### src/rtl/sdm_nc_pkg.sv
// Shared types and defaults for the SDM noise-cancellation sequencer.
// State encoding, default parameters and window-sum sizing.
package sdm_nc_pkg;

  typedef enum logic [2:0] {
    IDLE   = 3'd0,
    CLEAR  = 3'd1,
    SETTLE = 3'd2,
    TRACK  = 3'd3,
    HOLD   = 3'd4
  } state_e;

  localparam int          W_DEF          = 15;
  localparam logic [14:0] GAIN_INIT_DEF  = 15'h4000;
  localparam int          STEP_LOG2_DEF  = 4;
  localparam int          WIN_LOG2_DEF   = 6;
  localparam int          THRESH_DEF     = 8;
  localparam int          CLR_CYC_DEF    = 4;
  localparam int          SETTLE_CYC_DEF = 64;
  localparam int          LOCK_WIN_DEF   = 4;

  // Signed window sum must hold +/-2^win_log2.
  function automatic int sum_w(input int win_log2);
    return win_log2 + 2;
  endfunction

endpackage

### src/rtl/sdm_nc_gain_step.sv
// Gain word register with saturating step up/down.
// Resets to its initial gain independently of the sequencer.
module sdm_nc_gain_step
  import sdm_nc_pkg::*;
#(
  parameter int           W         = W_DEF,
  parameter logic [W-1:0] GAIN_INIT = W'(GAIN_INIT_DEF),
  parameter int           STEP_LOG2 = STEP_LOG2_DEF
) (
  input  logic         clk,
  input  logic         rstn,
  input  logic         up_i,
  input  logic         dn_i,
  output logic [W-1:0] gain_o
);

  localparam logic [W:0] ONE  = {{W{1'b0}}, 1'b1};
  localparam logic [W:0] STEP = ONE << STEP_LOG2;

  logic [W-1:0] gain_q, gain_d;
  logic [W:0]   inc, dec;

  // Carry/borrow out of the extended sum selects the clamp value.
  always_comb begin
    inc    = {1'b0, gain_q} + STEP;
    dec    = {1'b0, gain_q} - STEP;
    gain_d = gain_q;
    if (up_i) begin
      gain_d = inc[W] ? '1 : inc[W-1:0];
    end else if (dn_i) begin
      gain_d = dec[W] ? '0 : dec[W-1:0];
    end
  end

  // Gain register.
  always_ff @(posedge clk or negedge rstn) begin
    if (!rstn) begin
      gain_q <= GAIN_INIT;
    end else begin
      gain_q <= gain_d;
    end
  end

  assign gain_o = gain_q;

endmodule

### src/rtl/sdm_nc_seq.sv
// Bring-up sequencer and sign-sign gain tracker for the SDM
// noise-cancellation datapath: clear, settle, then track the gain.
module sdm_nc_seq
  import sdm_nc_pkg::*;
#(
  parameter int           W          = W_DEF,
  parameter logic [W-1:0] GAIN_INIT  = W'(GAIN_INIT_DEF),
  parameter int           STEP_LOG2  = STEP_LOG2_DEF,
  parameter int           WIN_LOG2   = WIN_LOG2_DEF,
  parameter int           THRESH     = THRESH_DEF,
  parameter int           CLR_CYC    = CLR_CYC_DEF,
  parameter int           SETTLE_CYC = SETTLE_CYC_DEF,
  parameter int           LOCK_WIN   = LOCK_WIN_DEF
) (
  input  logic         clk,
  input  logic         rstn,
  input  logic         enable,
  input  logic         freeze,
  input  logic         err_valid,
  input  logic         err_sign,
  output logic         acc_clr,
  output logic         nc_en,
  output logic [W-1:0] gain,
  output logic         locked,
  output logic         busy
);

  localparam int SW     = sum_w(WIN_LOG2);
  localparam int PH_MAX = (CLR_CYC > SETTLE_CYC) ? CLR_CYC : SETTLE_CYC;
  localparam int PW     = $clog2(PH_MAX + 1);
  localparam int LW     = $clog2(LOCK_WIN + 1);

  localparam logic signed [SW-1:0] TH_P  = SW'(THRESH);
  localparam logic signed [SW-1:0] TH_N  = -TH_P;
  localparam logic signed [SW-1:0] ONE_P = SW'(1);
  localparam logic signed [SW-1:0] ONE_N = -ONE_P;

  state_e               state_q, state_d;
  logic [PW-1:0]        ph_q, ph_d;
  logic [WIN_LOG2-1:0]  wcnt_q, wcnt_d;
  logic signed [SW-1:0] sum_q, sum_d, sum_nx;
  logic [LW-1:0]        lk_q, lk_d;
  logic                 acc_clr_q, nc_en_q, busy_q, locked_q;
  logic                 take, close, up, dn;

  // Next state and phase counter; enable low overrides everything.
  always_comb begin
    state_d = state_q;
    ph_d    = ph_q;
    unique case (state_q)
      IDLE: begin
        if (enable) begin
          state_d = CLEAR;
          ph_d    = '0;
        end
      end
      CLEAR: begin
        if (ph_q == PW'(CLR_CYC - 1)) begin
          state_d = SETTLE;
          ph_d    = '0;
        end else begin
          ph_d = ph_q + PW'(1);
        end
      end
      SETTLE: begin
        if (ph_q == PW'(SETTLE_CYC - 1)) begin
          state_d = freeze ? HOLD : TRACK;
          ph_d    = '0;
        end else begin
          ph_d = ph_q + PW'(1);
        end
      end
      TRACK: begin
        if (freeze) state_d = HOLD;
      end
      HOLD: begin
        if (!freeze) state_d = TRACK;
      end
      default: begin
        state_d = IDLE;
        ph_d    = '0;
      end
    endcase
    if (!enable) begin
      state_d = IDLE;
      ph_d    = '0;
    end
  end

  // Window sum, decision on the closing sample, and lock counter.
  always_comb begin
    take   = (state_q == TRACK) && (state_d == TRACK) && err_valid;
    sum_nx = sum_q + (err_sign ? ONE_P : ONE_N);
    close  = take && (wcnt_q == '1);
    up     = close && (sum_nx >= TH_P);
    dn     = close && (sum_nx <= TH_N);
    wcnt_d = wcnt_q;
    sum_d  = sum_q;
    lk_d   = lk_q;
    if (state_d != TRACK) begin
      wcnt_d = '0;
      sum_d  = '0;
    end else if (take) begin
      wcnt_d = close ? '0 : wcnt_q + WIN_LOG2'(1);
      sum_d  = close ? '0 : sum_nx;
    end
    if (state_d == IDLE) begin
      lk_d = '0;
    end else if (up || dn) begin
      lk_d = '0;
    end else if (close && (lk_q != LW'(LOCK_WIN))) begin
      lk_d = lk_q + LW'(1);
    end
  end

  // State, counters and registered outputs.
  always_ff @(posedge clk or negedge rstn) begin
    if (!rstn) begin
      state_q   <= IDLE;
      ph_q      <= '0;
      wcnt_q    <= '0;
      sum_q     <= '0;
      lk_q      <= '0;
      acc_clr_q <= 1'b0;
      nc_en_q   <= 1'b0;
      busy_q    <= 1'b0;
      locked_q  <= 1'b0;
    end else begin
      state_q   <= state_d;
      ph_q      <= ph_d;
      wcnt_q    <= wcnt_d;
      sum_q     <= sum_d;
      lk_q      <= lk_d;
      acc_clr_q <= (state_d == CLEAR);
      nc_en_q   <= (state_d inside {TRACK, HOLD});
      busy_q    <= (state_d inside {CLEAR, SETTLE});
      locked_q  <= (lk_d == LW'(LOCK_WIN));
    end
  end

  sdm_nc_gain_step #(
    .W         (W),
    .GAIN_INIT (GAIN_INIT),
    .STEP_LOG2 (STEP_LOG2)
  ) u_gain (
    .clk    (clk),
    .rstn   (rstn),
    .up_i   (up),
    .dn_i   (dn),
    .gain_o (gain)
  );

  assign acc_clr = acc_clr_q;
  assign nc_en   = nc_en_q;
  assign busy    = busy_q;
  assign locked  = locked_q;

endmodule

### config.mk
export PLATFORM = sky130hd
export DESIGN_NAME = sdm_nc_seq
export DESIGN_NICKNAME = d
export VERILOG_FILES = /design/src/rtl/sdm_nc_pkg.sv /design/src/rtl/sdm_nc_gain_step.sv /design/src/rtl/sdm_nc_seq.sv
export SDC_FILE = /design/constraint.sdc
export NUM_CORES = 1
export LEC_CHECK = 0
export ABC_CLOCK_PERIOD_IN_PS = 5500
export BUFFER_PORTS_ARGS = -buffer_cell sky130_fd_sc_hd__clkbuf_2
export CAP_MARGIN = 15
export CORE_MARGIN = 5
export CORE_UTILIZATION = 28
export CTS_CLUSTER_SIZE = 14
export DETAILED_ROUTE_END_ITERATION = 8
export GPL_TIMING_DRIVEN = 0
export SYNTH_ARGS = -nofsm -noshare
export SYNTH_HDL_FRONTEND = slang
export SYNTH_SLANG_ARGS = --single-unit
### constraint.sdc
create_clock -name clk -period 5.5 [get_ports clk]
set_clock_uncertainty 0.1 [all_clocks]
set_input_delay 1.1 -clock clk [delete_from_list [all_inputs] [get_ports clk]]
set_output_delay 1.1 -clock clk [all_outputs]
set_load 0.03 [all_outputs]
==> Word level (Yosys, flattened, before mapping) <==
Index checks and enable logic that the tools add are counted.
{ "op_classes": {"n_div": 0, "eq_ne": 15, "muxes": 25, "order_cmp": 2, "shifts": 0, "add_sub_neg": 6, "bitwise_logic": 0, "n_mul": 0, "reduce_logical": 14} }
{ "op_table": {"columns": ["operator", "count"], "rows": [
  ["$mux 15", 4],
  ["$mux 8", 4],
  ["$mux 3", 9],
  ["$mux 7", 3],
  ["$pmux 7 s3", 1],
  ["$mux 6", 3],
  ["$add 15x5->16 const B", 1],
  ["$sub 15x5->16 const B", 1],
  ["$pmux 3 s5", 1],
  ["$eq 3x2->1 const B", 4],
  ["$eq 3x3->1 const B", 3],
  ["$add 8x8->8", 1],
  ["$ge 8x5->1 const B", 1],
  ["$le 8x4->1 const B", 1],
  ["$reduce_bool 2->1", 4],
  ["$add 7x1->7 const B", 1],
  ["$eq 7x2->1 const B", 1],
  ["$eq 7x6->1 const B", 1],
  ["$add 6x1->6 const B", 1],
  ["$eq 3x1->1 const B", 2],
  ["$eq 6x6->1 const B", 1],
  ["$logic_and 1x1->1", 6],
  ["$logic_not 3->1", 2],
  ["$add 3x1->3 const B", 1],
  ["5 further kinds", 5]
]} }
{ "word_totals": {"n_memories": 0, "reg_bits": 46, "mem_bits_ro": 0, "out_inout_bits": 19, "ram_bits": 0, "latch_bits": 0} }

==> Depth between registers and ports, before layout <==
Gate-level depths: netlist of run 1.
{ "logic_depth": {"word_depth": 13, "depth_mapped": 12, "mapped_depth_nobuf": 10} }

==> Modules after synthesis <==
Synthesis of run 1 repeated with hierarchy kept, for this count alone.
{ "hier_totals": {"cells_unflattened": 341, "area_unflattened_um2": 3054.2} }
{ "by_module_without_submodules": {"columns": ["mod", "n_inst", "area_each_um2", "cells_each"], "rows": [
  ["sdm_nc_seq", 1, 1981.9, 213],
  ["sdm_nc_gain_step", 1, 1072.3, 128]
]} }

==> Least setup slack after synthesis of run 1 <==
OpenSTA, ideal clock, no wires.
{ "synth_path": {"kind": "input-to-reg", "start": "input port err_sign", "end": "register u_gain.gain_q[9] (netlist: u_gain.gain_o[9])", "setup_time_ps": 120, "required_ps": 5280, "path_buffers": 2, "t_arrival_ps": 3555, "cell_stages": 11, "setup_slack_ps": 1725, "cell_sequence": "fa_1 -> nand2b_1 -> a2111oi_0 -> a211oi_1 -> and4_1 -> or4_4 -> buf_6 -> buf_4 -> o221ai_2 -> o41ai_1 -> a41o_1"} }
{ "synth_between": {"elab_chain_len": 5} }
{ "synth_lines": {"columns": ["element", "line", "rtl"], "rows": [
  ["start, declared", "sdm_nc_seq.sv:20", "input logic err_sign,"],
  ["$mux 8 *", "sdm_nc_seq.sv:93", "sum_nx = sum_q + (err_sign ? ONE_P : ONE_N);"],
  ["$add 8x8->8 *", "sdm_nc_seq.sv:93", null],
  ["$ge 8x5->1 / $le 8x4->1 (equally long branches)", "sdm_nc_seq.sv:95, sdm_nc_seq.sv:96", null],
  ["$logic_and 1x1->1 (on tied branches)", "sdm_nc_seq.sv:95, sdm_nc_seq.sv:96", null],
  ["$mux 15 / $reduce_bool 2->1 (equally long branches)", null, null],
  ["end signal, assigned", "sdm_nc_gain_step.sv:40", "gain_q <= gain_d;"],
  ["end, declared", "sdm_nc_gain_step.sv:20", "logic [W-1:0] gain_q, gain_d;"]
]} }
Mark *: on every way between the ends. The rest lies on a longest branch, timed or not.
A chain may end at the register's enable or synchronous reset.

==> Final worst setup path of run 1 <==
{ "layout_path": {"start": "input port err_sign", "end": "register u_gain.gain_q[5] (netlist: u_gain.gain_o[5])"} }
The elaborated chain is that of the path after synthesis.

==> results of run 1 <==
## flip-flops by register name (all words and copies together) (netlist names)
register and cells:
u_gain.gain_o 12, state_q 3, busy 1, ph_q 7, sum_q 8, nc_en 1, wcnt_q 6, locked 1
acc_clr 1, lk_q 3
## metal layers
metal | wire [um] | part of all wire [%]
met1 | 3530 | 51
met2 | 3120 | 45
met3 | 192 | 2.8
met4 | 36 | 0.52
met5 | 0 | 0
## critical path, cell delays in order
cell and delay [ps]:
clkbuf_2 130, inv_1 130, ha_1 420, o21ai_0 190, a2111oi_0 410, a211oi_1 160, and4_1 220, nor3_1 210
nand2b_1 130, clkbuf_1 370, clkbuf_1 480, mux2i_1 250
## power by group
part / total, mW / leakage (nW) / switching [mW] / internal [mW]
Combinational: 0.0548 / 0.805 / 0.0362 / 0.0186
Clock: 0.215 / 0.0408 / 0.124 / 0.0911
Sequential: 0.322 / 0.583 / 0.00249 / 0.320
Total: 0.593 / 1.43 / 0.163 / 0.430
## stage by stage
step	power (mW)	hold slack, ps	instance area, sq um	std cells	worst slack (ps)
floorplan	0.363	350	2990	352	1720
global placement	0.381	370	3280	512	1170
detailed placement	0.382	386	3280	512	1140
CTS	0.600	400	3370	520	1440
global route	0.621	417	3390	521	1110
finish	0.593	391	3390	521	1410
## cells in the mapped netlist, drive strengths merged, types with 2 or more instances
cell type and instances:
a21o 6, a211oi 4, nor4 2, or3b 3, nor2 30, or3 5
a21oi 15, o21a 3, dfrtp 42, o211ai 6, o31ai 5, o221ai 2
ha 12, and2 3, o41ai 2, clkbuf 8, a22o 4, mux2i 4
or4 5, nand4 2, nor2b 7, nand3 17, nand2b 9, xor2 6
buf 7, and3 6, xnor2 5, inv 14, a21boi 3, nand2 43
o21ai 32, a31oi 6, nor3 13, nor4b 2, or2 2, nor3b 3
## cell families after synthesis
kind of cell | Yosys count | synth area share [%]
mux | 4 | 1.34
simple gates | 154 | 26.6
fa+ha+maj | 13 | 5.70
xor+xnor | 11 | 3.23
flops | 43 | 36.1
compound gates | 98 | 22.4
buf+inv | 29 | 4.69
## layout make-up
class | instances | area, sq um | share of cell area [%]
Multi-Input combinational cell | 280 | 1770 | 52.2
Buffer | 15 | 87.6 | 2.58
Clock buffer | 5 | 68.8 | 2.03
Sequential cell | 43 | 1080 | 31.8
Tap cell | 136 | 170 | 5.02
Inverter | 14 | 52.6 | 1.55
Timing Repair Buffer | 25 | 140 | 4.14
Clock inverter | 3 | 23.8 | 0.702
## path summary, 6_finish.rpt
| check | startpoint | end | slack, ps | depth (start not counted) |
|---|---|---|---|---|
| min in group asynchronous | rstn | wcnt_q[5]$_DFFE_PN0P_ | 630 | 1 |
| setup / recovery | err_sign | u_gain.gain_o[5]$_DFFE_PN0P_ | 1410 | 12 |
| hold / removal | wcnt_q[5]$_DFFE_PN0P_ | wcnt_q[5]$_DFFE_PN0P_ | 390 | 1 |
| setup reg to reg | sum_q[0]$_DFFE_PN0P_ | u_gain.gain_o[5]$_DFFE_PN0P_ | 1950 | 11 |
| hold reg to reg | wcnt_q[5]$_DFFE_PN0P_ | wcnt_q[5]$_DFFE_PN0P_ | 390 | 1 |
| max in group asynchronous | rstn | u_gain.gain_o[14]$_DFFE_PN1P_ | 4080 | 2 |
==> run summary, run 1 <==
met1 GRT Util -> 15.3%
Startpoint Class -> input port
flops & latches, synth -> 43
ranking of synthesized cells by area -> dfrtp_1 35%, nand2_1 5.4%, o21ai_0 5.2%, ha_1 5.0%, nor2_1 3.8%
Rows -> 37
HPWL after detailed placement -> 5040 um
GRT met2 Usage -> 17.7%
unrepaired setup endpoints after global routing -> false
Fin Setup TNS -> 0 ps
CTS buffer count -> 5
Final Core Density -> 32.7%
post-cts resize count -> 0
Die X -> 113 um
Yosys Warn Count -> 0
Inserted Diodes -> 0
Clock Latency Late Sink -> 300 ps
share of the synthesized area in the top cell type -> 35.2%
CTS Root Cell -> clkbuf_8
RePlAce Congestion -> 0.848
Slew headroom -> 39.7%
top_reg_cell synth -> dfrtp_1
Final Hold Violating Endpoints -> 0
Avg WL per Cell -> 13.2 um
share of cells above drive strength 1 -> 12.7%
final setup fails -> 0
Synth cell types -> 62
asr flop ratio synth -> 100%
Initial Utilization -> 28.8%
Arr. time, crit path -> 4210 ps
worst-path fanout max -> 10
number of antenna-violating nets in the routed design -> 0
Crit path required time -> 5620 ps
hold buffers post-CTS -> 0
vias in the first global route -> 2545
Synth Instances -> 352
PwrDens -> 175 nW/um^2
MaxCap Viol Count -> 0
most frequent cells in the layout -> 43 x nand2_1, 42 x dfrtp_1, 31 x o21ai_0
final slew viol count -> 0
Core ar. -> 10400 sq um
Post-Syn Area per Cell -> 8.48 sq um
die footprint -> 12800 sq um
register area share after synthesis -> 36.1%
io pins -> 25
first-pass GRT wire length -> 11900 um
total grt overflow -> 0
# port buffers -> 24
fmax -> 245 MHz
Total Routing Usage GR -> 11.0%
commonest non-fill, non-tap cell in the layout -> nand2_1
DRC Markers -> 0
Synth Cell Area -> 2990 sq um
via count normalized by instance count -> 5.06
peak supply drop -> 0.109 mV
Clock Sinks -> 43
Setup CP Type -> in2reg
post-CTS setup buffers -> 0
Final Cycle Share -> 74.3%
worst slew pin tran -> 897 ps
final WL -> 6880 um
largest net degree at the start of global routing -> 44
Leakage -> 1.43 nW
Fill cells -> 1128
outcome -> finished, final reports clean
Worst-path clk slew -> 100 ps
first-pass iteration count of the detailed router -> 4
htree depth -> 2
vias post-DR -> 2637
most crowded layer after global routing -> met2
EDFF count, synth -> 0
layout net count -> 403
Final min period -> 4090 ps
Clock Path Buffers -> 2
global routing usage on met3 -> 2.41%
1st-iter DRT viols -> 204
TritonCTS clock tree -> yes
worst min path class -> reg2reg
area grow syn2layout -> 13.5%
Die Ht -> 113 um
Post-Synthesis Net Count -> 371
initial antenna violation count -> 0
Yosys top cell by area -> dfrtp_1
CP Capture Type -> register
Power figures use the tool's default switching activity.
==> run 2, diff against run 1 <==
Settings changed: ABC_CLOCK_PERIOD_IN_PS 5500 to 3400.
Clock period 5.5 ns to 3.4 ns, I/O delays scaled along.
==> run 2 against run 1 <==
Power increased by 63%. Cell count unchanged. Die area unchanged. Hold slack worse by 180 ps. Combinational power grew 73%. Global-route usage rose by 0.056 points. Critical path type unchanged. Worst setup slack lost 1300 ps.
==> run summary, run 2 (synthesized netlist as in run 1, its figures left out) <==
hold buffers post-CTS -> 0 (unchanged)
Clock Sinks -> 43 (unchanged)
Clock Latency Late Sink -> 300 ps (about the same)
Buf/Inv on CP -> 4 (unchanged)
total grt overflow -> 0 (unchanged)
htree depth -> 2 (unchanged)
FF-to-FF End -> u_gain.gain_o[9]$_DFFE_PN0P_ (was u_gain.gain_o[5]$_DFFE_PN0P_)
DRC Markers -> 0 (unchanged)
worst slew pin tran -> 889 ps (was 897 ps)
Clock Path Buffers -> 2 (unchanged)
Crit path required time -> 3500 ps (was 5620 ps)
initial antenna violation count -> 0 (unchanged)
Largest register FFs -> 12 (unchanged)
outcome -> finished, final reports clean (unchanged)
CP Capture Type -> register (unchanged)
most frequent cells in the layout -> 43 x nand2_1, 41 x dfrtp_1, 30 x nor2_1 (was 43 x nand2_1, 42 x dfrtp_1, 31 x o21ai_0)
Fill cells -> 1128 (unchanged)
fmax -> 306 MHz
Rows -> 37 (unchanged)
largest net degree at the start of global routing -> 44 (unchanged)
multi-input logic area -> 1850 sq um (was 1770 sq um)
number of antenna-violating nets in the routed design -> 0 (unchanged)
Final Cycle Share -> 96.1%
uppermost layer routed -> met4 (unchanged)
vias in the first global route -> 2576 (was 2545)
final slew viol count -> 0 (unchanged)
PwrDens -> 277 nW/um^2 (was 175 nW/um^2)
Reg-to-Reg Start -> sum_q[0]$_DFFE_PN0P_ (unchanged)
Avg WL per Cell -> 13.3 um (was 13.2 um)
worst-path fanout max -> 10 (unchanged)
TritonCTS clock tree -> yes (unchanged)
CTS buffer count -> 5 (unchanged)
via count normalized by instance count -> 5.08 (was 5.06)
first-pass GRT wire length -> 12000 um (was 11900 um)
Inserted Diodes -> 0 (unchanged)
vias post-DR -> 2647 (was 2637)
worst min path class -> in2async (was reg2reg)
final setup fails -> 0 (unchanged)
area grow syn2layout -> 16.5% (was 13.5%)
RePlAce Congestion -> 0.848 (unchanged)
# port buffers -> 24 (unchanged)
io pins -> 25 (unchanged)
Initial Utilization -> 28.8% (unchanged)
Final Hold Slack -> 212 ps (was 391 ps)
first-pass iteration count of the detailed router -> 4 (unchanged)
Total Routing Usage GR -> 11.1% (was 11.0%)
met3 wire len -> 211 um (was 192 um)
r2r setup slk -> 220 ps (was 1950 ps)
share of cells above drive strength 1 -> 17.7% (was 12.7%)
CTS Root Cell -> clkbuf_8 (unchanged)
Crit path max-delay family -> simple AND/OR/NAND/NOR gates (was buffers and inverters)
Leakage -> 1.43 nW (about the same)
layout net count -> 403 (unchanged)
Die X -> 113 um (unchanged)
Startpoint Class -> input port (unchanged)
Final min period -> 3270 ps
final WL -> 6950 um (was 6880 um)
Final Hold Violating Endpoints -> 0 (unchanged)
worst path cell trace -> clkbuf_2 > inv_4 > ha_2 > or3b_2 > nand3_1 > a211oi_2 > and4_4 > or4_4 > buf_6 > buf_4 > o221ai_2 > o41ai_1 > a41o_1 (was clkbuf_2 > inv_1 > ha_1 > o21ai_0 > a2111oi_0 > a211oi_1 > and4_1 > nor3_1 > nand2b_1 > clkbuf_1 > clkbuf_1 > mux2i_1)
Arr. time, crit path -> 3370 ps (was 4210 ps)
1st-iter DRT viols -> 236 (was 204)
final cell count without fillers -> 521 (unchanged)
Reg area -> 1080 sq um (about the same)
Reg2Reg Depth -> 12 (was 11)
Met1 Wirelength -> 3490 um (was 3530 um)
Setup CP Type -> in2reg (unchanged)
slowest stage delay, CP -> 480 ps (about the same)
Die Ht -> 113 um (unchanged)
Worst-path clk slew -> 100 ps (about the same)
WL met2 -> 3210 um (was 3120 um)
peak supply drop -> 0.175 mV (was 0.109 mV)
MaxCap Viol Count -> 0 (unchanged)
HPWL after detailed placement -> 5040 um (unchanged)
Core ar. -> 10400 sq um (unchanged)
Slew headroom -> 40.3% (was 39.7%)
Crit-path slowest cell -> or4_4 (was clkbuf_1)
Inst Count DP -> 512 (unchanged)
commonest non-fill, non-tap cell in the layout -> nand2_1 (unchanged)
die footprint -> 12800 sq um (unchanged)
[run 2: repair_timing]
item / 4_1_cts / 5_1_grt
pin swaps: 1 / 2
setup endpoints to repair: 14 / 7
buffers inserted: 1 / 0
resized for setup: 8 / 16
[run 2: area by class of cell]
cell class,count,share of cell area [%]
plain buffers,14,2.45
multi-input cells,280,53.2
well taps,136,4.89
clock buffers,5,1.98
repair buffers,26,4.24
flip-flops and latches,43,31.0
clock inverters,3,0.683
inverters,14,1.58
[run 2: layer usage]
| metal | global-route usage, % | up-vias |
|---|---|---|
| met1 | 15.3 | 1264 |
| met2 | 17.9 | 35 |
| li1 | - | 1343 |
| met5 | 0 | - |
| met4 | 2.24 | 0 |
| met3 | 2.41 | 5 |
[run 2: report_power, final]
part	switching [mW]	total (mW)	internal [mW]
logic	0.0616	0.0947	0.0330
clock network	0.201	0.348	0.147
registers	0.00405	0.522	0.517
[run 2: worst register-to-register path, cell delays in order (launching register included)]
cell and delay, ps:
dfrtp_2 420, inv_1 80, fa_2 370, nand2b_2 230
a2111oi_4 320, a211oi_2 120, and4_4 180, or4_4 480
buf_6 150, buf_4 170, o221ai_2 150, o41ai_1 100
a41o_1 220
[run 2: worst max path at each step]
stage / slack [ps] / cells after the start / from / endpoint
finish: 130 / 13 / err_sign / u_gain.gain_o[9]$_DFFE_PN0P_
global route: -7 / 13 / err_sign / u_gain.gain_o[9]$_DFFE_PN0P_
CTS: 50 / 13 / err_sign / u_gain.gain_o[9]$_DFFE_PN0P_
detailed placement: -540 / 12 / err_sign / u_gain.gain_o[8]$_DFFE_PN0P_
global placement: -510 / 12 / err_sign / u_gain.gain_o[8]$_DFFE_PN0P_
floorplan: 40 / 11 / err_sign / u_gain.gain_o[9]$_DFFE_PN0P_
[run 2: stage by stage]
step / total power [mW] / util, % / setup TNS (ps) / setup WS, ps / instance area (sq um)
finish: 0.965 / 33.5 / 0 / 133 / 3480
global route: 1.01 / 33.5 / -7.14 / -7.14 / 3480
CTS: 0.971 / 32.7 / 0 / 46.7 / 3390
detailed placement: 0.619 / 31.6 / -6860 / -543 / 3280
global placement: 0.617 / 31.6 / -6140 / -506 / 3280
floorplan: 0.587 / - / 0 / 44.7 / 2990
